`config.mk`:
```
export PLATFORM = sky130hd
export DESIGN_NAME = pipeline_hazard_controller_flat
export DESIGN_NICKNAME = d
export VERILOG_FILES = /design/src/rtl/pipeline_hazard_controller_if.sv /design/src/rtl/pipeline_hazard_controller.sv /design/src/flat_wrapper.sv
export SDC_FILE = /design/constraint.sdc
export NUM_CORES = 1
export LEC_CHECK = 0
export CORE_UTILIZATION = 46
export DETAILED_ROUTE_END_ITERATION = 8
export PLACE_DENSITY = 0.8
export SYNTH_ARGS = -nofsm -noshare
export SYNTH_HDL_FRONTEND = slang
export SYNTH_SLANG_ARGS = --single-unit
export TNS_END_PERCENT = 20
```
`constraint.sdc`:
```
create_clock -name clock -period 2.2 [get_ports clock]
set_input_delay 0.33 -clock clock [delete_from_list [all_inputs] [get_ports clock]]
set_output_delay 0.33 -clock clock [all_outputs]
set_load 0.01 [all_outputs]
```
`src/rtl/pipeline_hazard_controller_if.sv`:
```
// pipeline_hazard_controller_if: issue, stall, flush and decode-operand signals plus pipeline status
// Ports (master = fetch/decode side, slave = hazard controller):
//   issueValid/issueReady, stallRequest[STAGES], flushValid, flushStage,
//   decodeReadId[READ_PORTS*REG_ID_WIDTH], decodeWriteId, decodeWriteEnabled, decodeIsLoad,
//   stageValid, stageAdvance, hazardStall, forwardSelect[READ_PORTS*clog2(STAGES+1)], retireValid
interface pipeline_hazard_controller_if #(
    parameter int STAGES       = 5,
    parameter int READ_PORTS   = 2,
    parameter int REG_ID_WIDTH = 5
);
    localparam int STAGE_W = $clog2(STAGES);
    localparam int FWD_W   = $clog2(STAGES + 1);
    logic                               issueValid;
    logic                               issueReady;
    logic [STAGES-1:0]                  stallRequest;
    logic                               flushValid;
    logic [STAGE_W-1:0]                 flushStage;
    logic [READ_PORTS*REG_ID_WIDTH-1:0] decodeReadId;
    logic [REG_ID_WIDTH-1:0]            decodeWriteId;
    logic                               decodeWriteEnabled;
    logic                               decodeIsLoad;
    logic [STAGES-1:0]                  stageValid;
    logic [STAGES-1:0]                  stageAdvance;
    logic                               hazardStall;
    logic [READ_PORTS*FWD_W-1:0]        forwardSelect;
    logic                               retireValid;
    modport master (
        output issueValid, stallRequest, flushValid, flushStage, decodeReadId,
               decodeWriteId, decodeWriteEnabled, decodeIsLoad,
        input  issueReady, stageValid, stageAdvance, hazardStall, forwardSelect, retireValid
    );
    modport slave (
        input  issueValid, stallRequest, flushValid, flushStage, decodeReadId,
               decodeWriteId, decodeWriteEnabled, decodeIsLoad,
        output issueReady, stageValid, stageAdvance, hazardStall, forwardSelect, retireValid
    );
endinterface

```
`src/rtl/pipeline_hazard_controller.sv`:
```
// pipeline_hazard_controller: in-order pipeline valid/advance control with load-use stall and operand forwarding
// Ports: clock (rising edge), reset (asynchronous, active-low), bus (slave modport of pipeline_hazard_controller_if).
// Optional: define PIPELINE_PERF_COUNTERS_EN to add 32-bit wrapping outputs retireCount, stallCount
// (hazard-stall cycles) and flushCount (flush events).
module pipeline_hazard_controller #(
    parameter int STAGES       = 5,
    parameter int DECODE_STAGE = 1,
    parameter int READ_PORTS   = 2,
    parameter int REG_ID_WIDTH = 5
) (
    input  logic clock,
    input  logic reset,
    pipeline_hazard_controller_if.slave bus
`ifdef PIPELINE_PERF_COUNTERS_EN
    ,
    output logic [31:0] retireCount,
    output logic [31:0] stallCount,
    output logic [31:0] flushCount
`endif
);
    localparam int STAGE_W = $clog2(STAGES);
    localparam int FWD_W   = $clog2(STAGES + 1);
    localparam int FIRST   = DECODE_STAGE + 1;
    logic [STAGES-1:0]           valid, move, flushMask, incoming;
    logic [REG_ID_WIDTH-1:0]     wrId [FIRST:STAGES-1];
    logic [STAGES-1:FIRST]       wrEn, isLoad;
    logic [READ_PORTS*FWD_W-1:0] fwd;
    logic                        loadUse, hazard, issue;
    always_comb begin
        for (int i = 0; i < STAGES; i++)
            flushMask[i] = bus.flushValid && (STAGE_W'(i) < bus.flushStage);
    end
    // Scan oldest to youngest so the smallest matching stage overwrites older matches.
    always_comb begin
        fwd = '0;
        loadUse = 1'b0;
        for (int p = 0; p < READ_PORTS; p++) begin
            for (int j = STAGES - 1; j >= FIRST; j--)
                if (valid[j] && wrEn[j] && bus.decodeReadId[p*REG_ID_WIDTH +: REG_ID_WIDTH] != '0
                    && wrId[j] == bus.decodeReadId[p*REG_ID_WIDTH +: REG_ID_WIDTH])
                    fwd[p*FWD_W +: FWD_W] = FWD_W'(j);
            // A load directly ahead has no data yet: stall rather than forward.
            if (fwd[p*FWD_W +: FWD_W] == FWD_W'(FIRST) && isLoad[FIRST]) begin
                loadUse = 1'b1;
                fwd[p*FWD_W +: FWD_W] = '0;
            end
        end
    end
    assign hazard = loadUse && valid[DECODE_STAGE] && !flushMask[DECODE_STAGE] && !bus.stallRequest[DECODE_STAGE];
    // room: the stage ahead is empty or vacating this cycle (always true past the last stage).
    always_comb begin
        logic room;
        room = 1'b1;
        move = '0;
        for (int i = STAGES - 1; i >= 0; i--) begin
            move[i] = valid[i] && !bus.stallRequest[i] && !(i == DECODE_STAGE && hazard) && room;
            room = !valid[i] || move[i];
        end
    end
    assign bus.issueReady    = !reset || ((!valid[0] || move[0]) && !bus.flushValid);
    assign issue             = bus.issueValid && bus.issueReady;
    assign incoming          = {move[STAGES-2:0], issue};
    assign bus.stageValid    = valid;
    assign bus.stageAdvance  = move;
    assign bus.hazardStall   = hazard;
    assign bus.forwardSelect = fwd;
    assign bus.retireValid   = move[STAGES-1];
    always_ff @(posedge clock or negedge reset) begin
        if (!reset) begin
            valid  <= '0;
            wrEn   <= '0;
            isLoad <= '0;
            for (int j = FIRST; j < STAGES; j++)
                wrId[j] <= '0;
        end else begin
            valid <= ~flushMask & (incoming | (valid & ~move));
            if (move[DECODE_STAGE]) begin
                wrId[FIRST]   <= bus.decodeWriteId;
                wrEn[FIRST]   <= bus.decodeWriteEnabled;
                isLoad[FIRST] <= bus.decodeIsLoad;
            end
            for (int j = FIRST + 1; j < STAGES; j++)
                if (move[j-1]) begin
                    wrId[j]   <= wrId[j-1];
                    wrEn[j]   <= wrEn[j-1];
                    isLoad[j] <= isLoad[j-1];
                end
        end
    end
`ifdef PIPELINE_PERF_COUNTERS_EN
    always_ff @(posedge clock or negedge reset) begin
        if (!reset) begin
            retireCount <= '0;
            stallCount  <= '0;
            flushCount  <= '0;
        end else begin
            retireCount <= retireCount + 32'(move[STAGES-1]);
            stallCount  <= stallCount + 32'(hazard);
            flushCount  <= flushCount + 32'(bus.flushValid);
        end
    end
`endif
endmodule

```
`src/flat_wrapper.sv`:
```
// flat-port wrapper written by rule: the top's interface ports become plain ports
module pipeline_hazard_controller_flat 
#(
    parameter int STAGES       = 5,
    parameter int DECODE_STAGE = 1,
    parameter int READ_PORTS   = 2,
    parameter int REG_ID_WIDTH = 5
)
  (clock, reset, bus_issueValid, bus_stallRequest, bus_flushValid, bus_flushStage, bus_decodeReadId, bus_decodeWriteId, bus_decodeWriteEnabled, bus_decodeIsLoad, bus_issueReady, bus_stageValid, bus_stageAdvance, bus_hazardStall, bus_forwardSelect, bus_retireValid);
  pipeline_hazard_controller_if #(.STAGES(STAGES), .READ_PORTS(READ_PORTS), .REG_ID_WIDTH(REG_ID_WIDTH)) bus_i ();
  input  logic clock;
  input  logic reset;
  input wire logic [$bits(bus_i.issueValid)-1:0] bus_issueValid;
  input wire logic [$bits(bus_i.stallRequest)-1:0] bus_stallRequest;
  input wire logic [$bits(bus_i.flushValid)-1:0] bus_flushValid;
  input wire logic [$bits(bus_i.flushStage)-1:0] bus_flushStage;
  input wire logic [$bits(bus_i.decodeReadId)-1:0] bus_decodeReadId;
  input wire logic [$bits(bus_i.decodeWriteId)-1:0] bus_decodeWriteId;
  input wire logic [$bits(bus_i.decodeWriteEnabled)-1:0] bus_decodeWriteEnabled;
  input wire logic [$bits(bus_i.decodeIsLoad)-1:0] bus_decodeIsLoad;
  output wire logic [$bits(bus_i.issueReady)-1:0] bus_issueReady;
  output wire logic [$bits(bus_i.stageValid)-1:0] bus_stageValid;
  output wire logic [$bits(bus_i.stageAdvance)-1:0] bus_stageAdvance;
  output wire logic [$bits(bus_i.hazardStall)-1:0] bus_hazardStall;
  output wire logic [$bits(bus_i.forwardSelect)-1:0] bus_forwardSelect;
  output wire logic [$bits(bus_i.retireValid)-1:0] bus_retireValid;
  assign bus_i.issueValid = bus_issueValid;
  assign bus_i.stallRequest = bus_stallRequest;
  assign bus_i.flushValid = bus_flushValid;
  assign bus_i.flushStage = bus_flushStage;
  assign bus_i.decodeReadId = bus_decodeReadId;
  assign bus_i.decodeWriteId = bus_decodeWriteId;
  assign bus_i.decodeWriteEnabled = bus_decodeWriteEnabled;
  assign bus_i.decodeIsLoad = bus_decodeIsLoad;
  assign bus_issueReady = bus_i.issueReady;
  assign bus_stageValid = bus_i.stageValid;
  assign bus_stageAdvance = bus_i.stageAdvance;
  assign bus_hazardStall = bus_i.hazardStall;
  assign bus_forwardSelect = bus_i.forwardSelect;
  assign bus_retireValid = bus_i.retireValid;
  pipeline_hazard_controller #(.STAGES(STAGES), .DECODE_STAGE(DECODE_STAGE), .READ_PORTS(READ_PORTS), .REG_ID_WIDTH(REG_ID_WIDTH)) u_core (.clock(clock), .reset(reset), .bus(bus_i));
endmodule
```
==> flow_metrics.tcl <==
set metrics [dict create \
    drive_gt1_frac 0.444 \
    status "complete, but fails checks" \
    synth.distinct_cells 31 \
    grt_usage 0.337 \
    rows 20 \
    first_pass_iters 4 \
    clock_latency_ns 0.34 \
    rr_worst_depth 8 \
    cp.arrival_ns 2.29 \
    worstPathMaxFanout 3 \
    slew_headroom 0.736 \
    io_pins 48 \
    drt_wl_total_um 5840 \
    rrSetupSlack_ns 0 \
    cts_hold_buf 0 \
    synth_cells 144 \
    synthesis.nets 173 \
    slew_viol_final 0 \
    critPathSlowestCell "dfrtp_1" \
    ys.flop_type "dfrtp_1" \
    hold_ws_ns 0.414 \
    critPathKind "reg2out" \
    numCtsBuffers 3 \
    fp.dieH_um 58.8 \
    max_freq_mhz 381 \
    antenna_left 0 \
    critical-path-top-delay-family "buffers and inverters" \
    via_per_inst 5.51 \
    end_kind "output port" \
    cts_root_buffer "clkbuf_4" \
    tightest_slew_ns 0.393 \
    max_stage_delay_ns 0.42 \
    irDropWorstVdd_uv 712 \
    synth.avg_cell_area_um2 10.3 \
    post-route-drc-count 0 \
    start_util 0.487 \
    grt_pass1_vias 1640 \
    setup_slack_ns -0.425 \
    gp_congestion 0.945 \
    cts_tree "built" \
    antenna_found_initial 0 \
    die_area_um2 3460 \
    ys_async_sr_fraction 1.00 \
    r2r-start "u_core.wrId[12]" \
    ys_ff_latch 24 \
    die_width_um 58.8 \
    grt_pass1_wl_um 8250 \
    p_leak_nw 1.20 \
    reg2reg_to "u_core.wrId[14]" \
    yosysSeqAreaShare 0.404 \
    synth_edf_count 0 \
    rsz0062_at_grt "yes" \
    grt_max_degree 26 \
    place_hpwl_um 3750 \
    cp_common_cell "buf_4" \
    fin_area_um2 2550 \
    drt_iter0_drc 93 \
    setup-violations-final 11 \
    n_antenna_cell 0 \
    hold_violations 0 \
    core_um2 3050 \
    cts_sinks 24 \
    startpoint_type "flip-flop" \
    via_count 1582 \
    drv_cap 0 \
    path_cells "buf_4 > xnor2_2 > nand4_1 > nor4_4 > buf_4 > o2111ai_4 > a21boi_2 > o21ai_1 > buf_2" \
    syn_to_final_growth_pct 71.9 \
    p_per_area_nw_per_um2 709 \
    htreeDepth 1 \
    synth_area_um2 1490 \
    dpl_cell_area_um2 2300 \
    required_ns 1.87 \
    grt_overflow_total 0 \
    hp-class "in2async" \
    post-route-period-util 1.19 \
    clkSlewWorstSetupHoldPaths_ns 0.14 \
    wl_per_cell_um 20.3 \
    fin_skew_ns 0.00539 \
    period_needed_ns 2.62 \
    final_common_cell "buf_4" \
    violations "negative setup slack" \
    port_buffers 47 \
    ys_warn_count 0 \
    nets 273 \
    dp_slack_ns -0.940 \
    path_buf_inv 3 \
    cts_buffer_depth 2 \
    final_cell_mix "45 x buf_4, 25 x clkdlybuf4s50_1, 24 x dfrtp_1, 21 x xnor2_1, 17 x mux2_2" \
]
==> timing repair <==
| action | CTS | global route |
|---|---|---|
| pin swaps | 10 | 4 |
| endpoints found under the setup margin | 18 | 17 |
| resized for setup | 83 | 12 |
| setup buffers | 9 | 2 |
==> metrics by stage <==
stage	total power (W)	util	TNS, ns	std cells
5_1_grt	0.00188	0.837	-3.39	287
4_1_cts	0.00173	0.823	-1.47	285
3_3_place_gp	0.00127	0.755	-11.53	273
3_5_place_dp	0.00131	0.755	-12.25	273
2_1_floorplan	0.000997	-	-0.0822	144
6_report	0.00181	0.837	-2.22	287
==> sequential cells by signal, indices dropped and copies added, names as in the netlist <==
signal / count
u_core.bus.stageValid: 5
u_core.isLoad: 1
u_core.wrEn: 3
u_core.wrId: 15
==> cell type report <==
type,count,area [µm²]
fill,181,498
clock inverter,1,30.0
sequential,24,601
clock buffer,3,22.5
timing repair buffer,98,827
inverter,3,11.3
multi-input combinational,114,1010
tap,44,55.1
==> report_power, final <==
group,switching (W),total [W],internal [W],leakage (nW)
Sequential,0.000172,0.000731,0.000560,0.312
Clock,0.000147,0.000332,0.000185,0.0279
Combinational,0.000303,0.000749,0.000446,0.864
==> layer usage <==
| metal | up-vias | global-route usage | part of all wire |
|---|---|---|---|
| met5 | - | 0 | 0 |
| met4 | 0 | 0.116 | 0.025 |
| met3 | 13 | 0.0835 | 0.066 |
| met2 | 69 | 0.547 | 0.49 |
| met1 | 790 | 0.440 | 0.42 |
| li1 | 710 | - | - |
==> cell families after synthesis <==
family / synth area share
simple gates: 0.178
xor+xnor: 0.177
flops: 0.404
compound gates: 0.0951
mux: 0.129
buf+inv: 0.0177
==> cells in the mapped netlist, types with 2 or more instances <==
library cell | instances | area [µm²]
clkbuf_1 | 2 | 7.51
nand2_1 | 7 | 26.3
nand3_1 | 2 | 10.0
xor2_1 | 2 | 17.5
a21boi_0 | 2 | 15.0
inv_1 | 3 | 11.3
nor2_1 | 6 | 22.5
a21oi_1 | 6 | 30.0
or4_1 | 2 | 15.0
nand2b_1 | 5 | 31.3
nor3_1 | 4 | 20.0
mux2_2 | 17 | 191
dfrtp_1 | 24 | 601
nor2b_1 | 3 | 18.8
o21ai_0 | 6 | 30.0
a21o_1 | 3 | 22.5
nand4_1 | 8 | 50.1
nor4_1 | 2 | 12.5
xnor2_1 | 28 | 245
==> worst max path at each step <==
stage | start | end | slack, ns | cells after the start
6_report | u_core.wrId[11] | bus_issueReady | -0.42 | 9
5_1_grt | u_core.wrId[14] | bus_issueReady | -0.54 | 9
4_1_cts | u_core.wrId[12] | bus_issueReady | -0.32 | 9
3_5_place_dp | bus_decodeReadId[1] | bus_issueReady | -0.94 | 9
3_3_place_gp | bus_decodeReadId[1] | bus_issueReady | -0.90 | 9
2_1_floorplan | bus_decodeReadId[5] | u_core.wrEn[2] | -0.01 | 6
No activity file was read; power rests on OpenSTA's default activity.
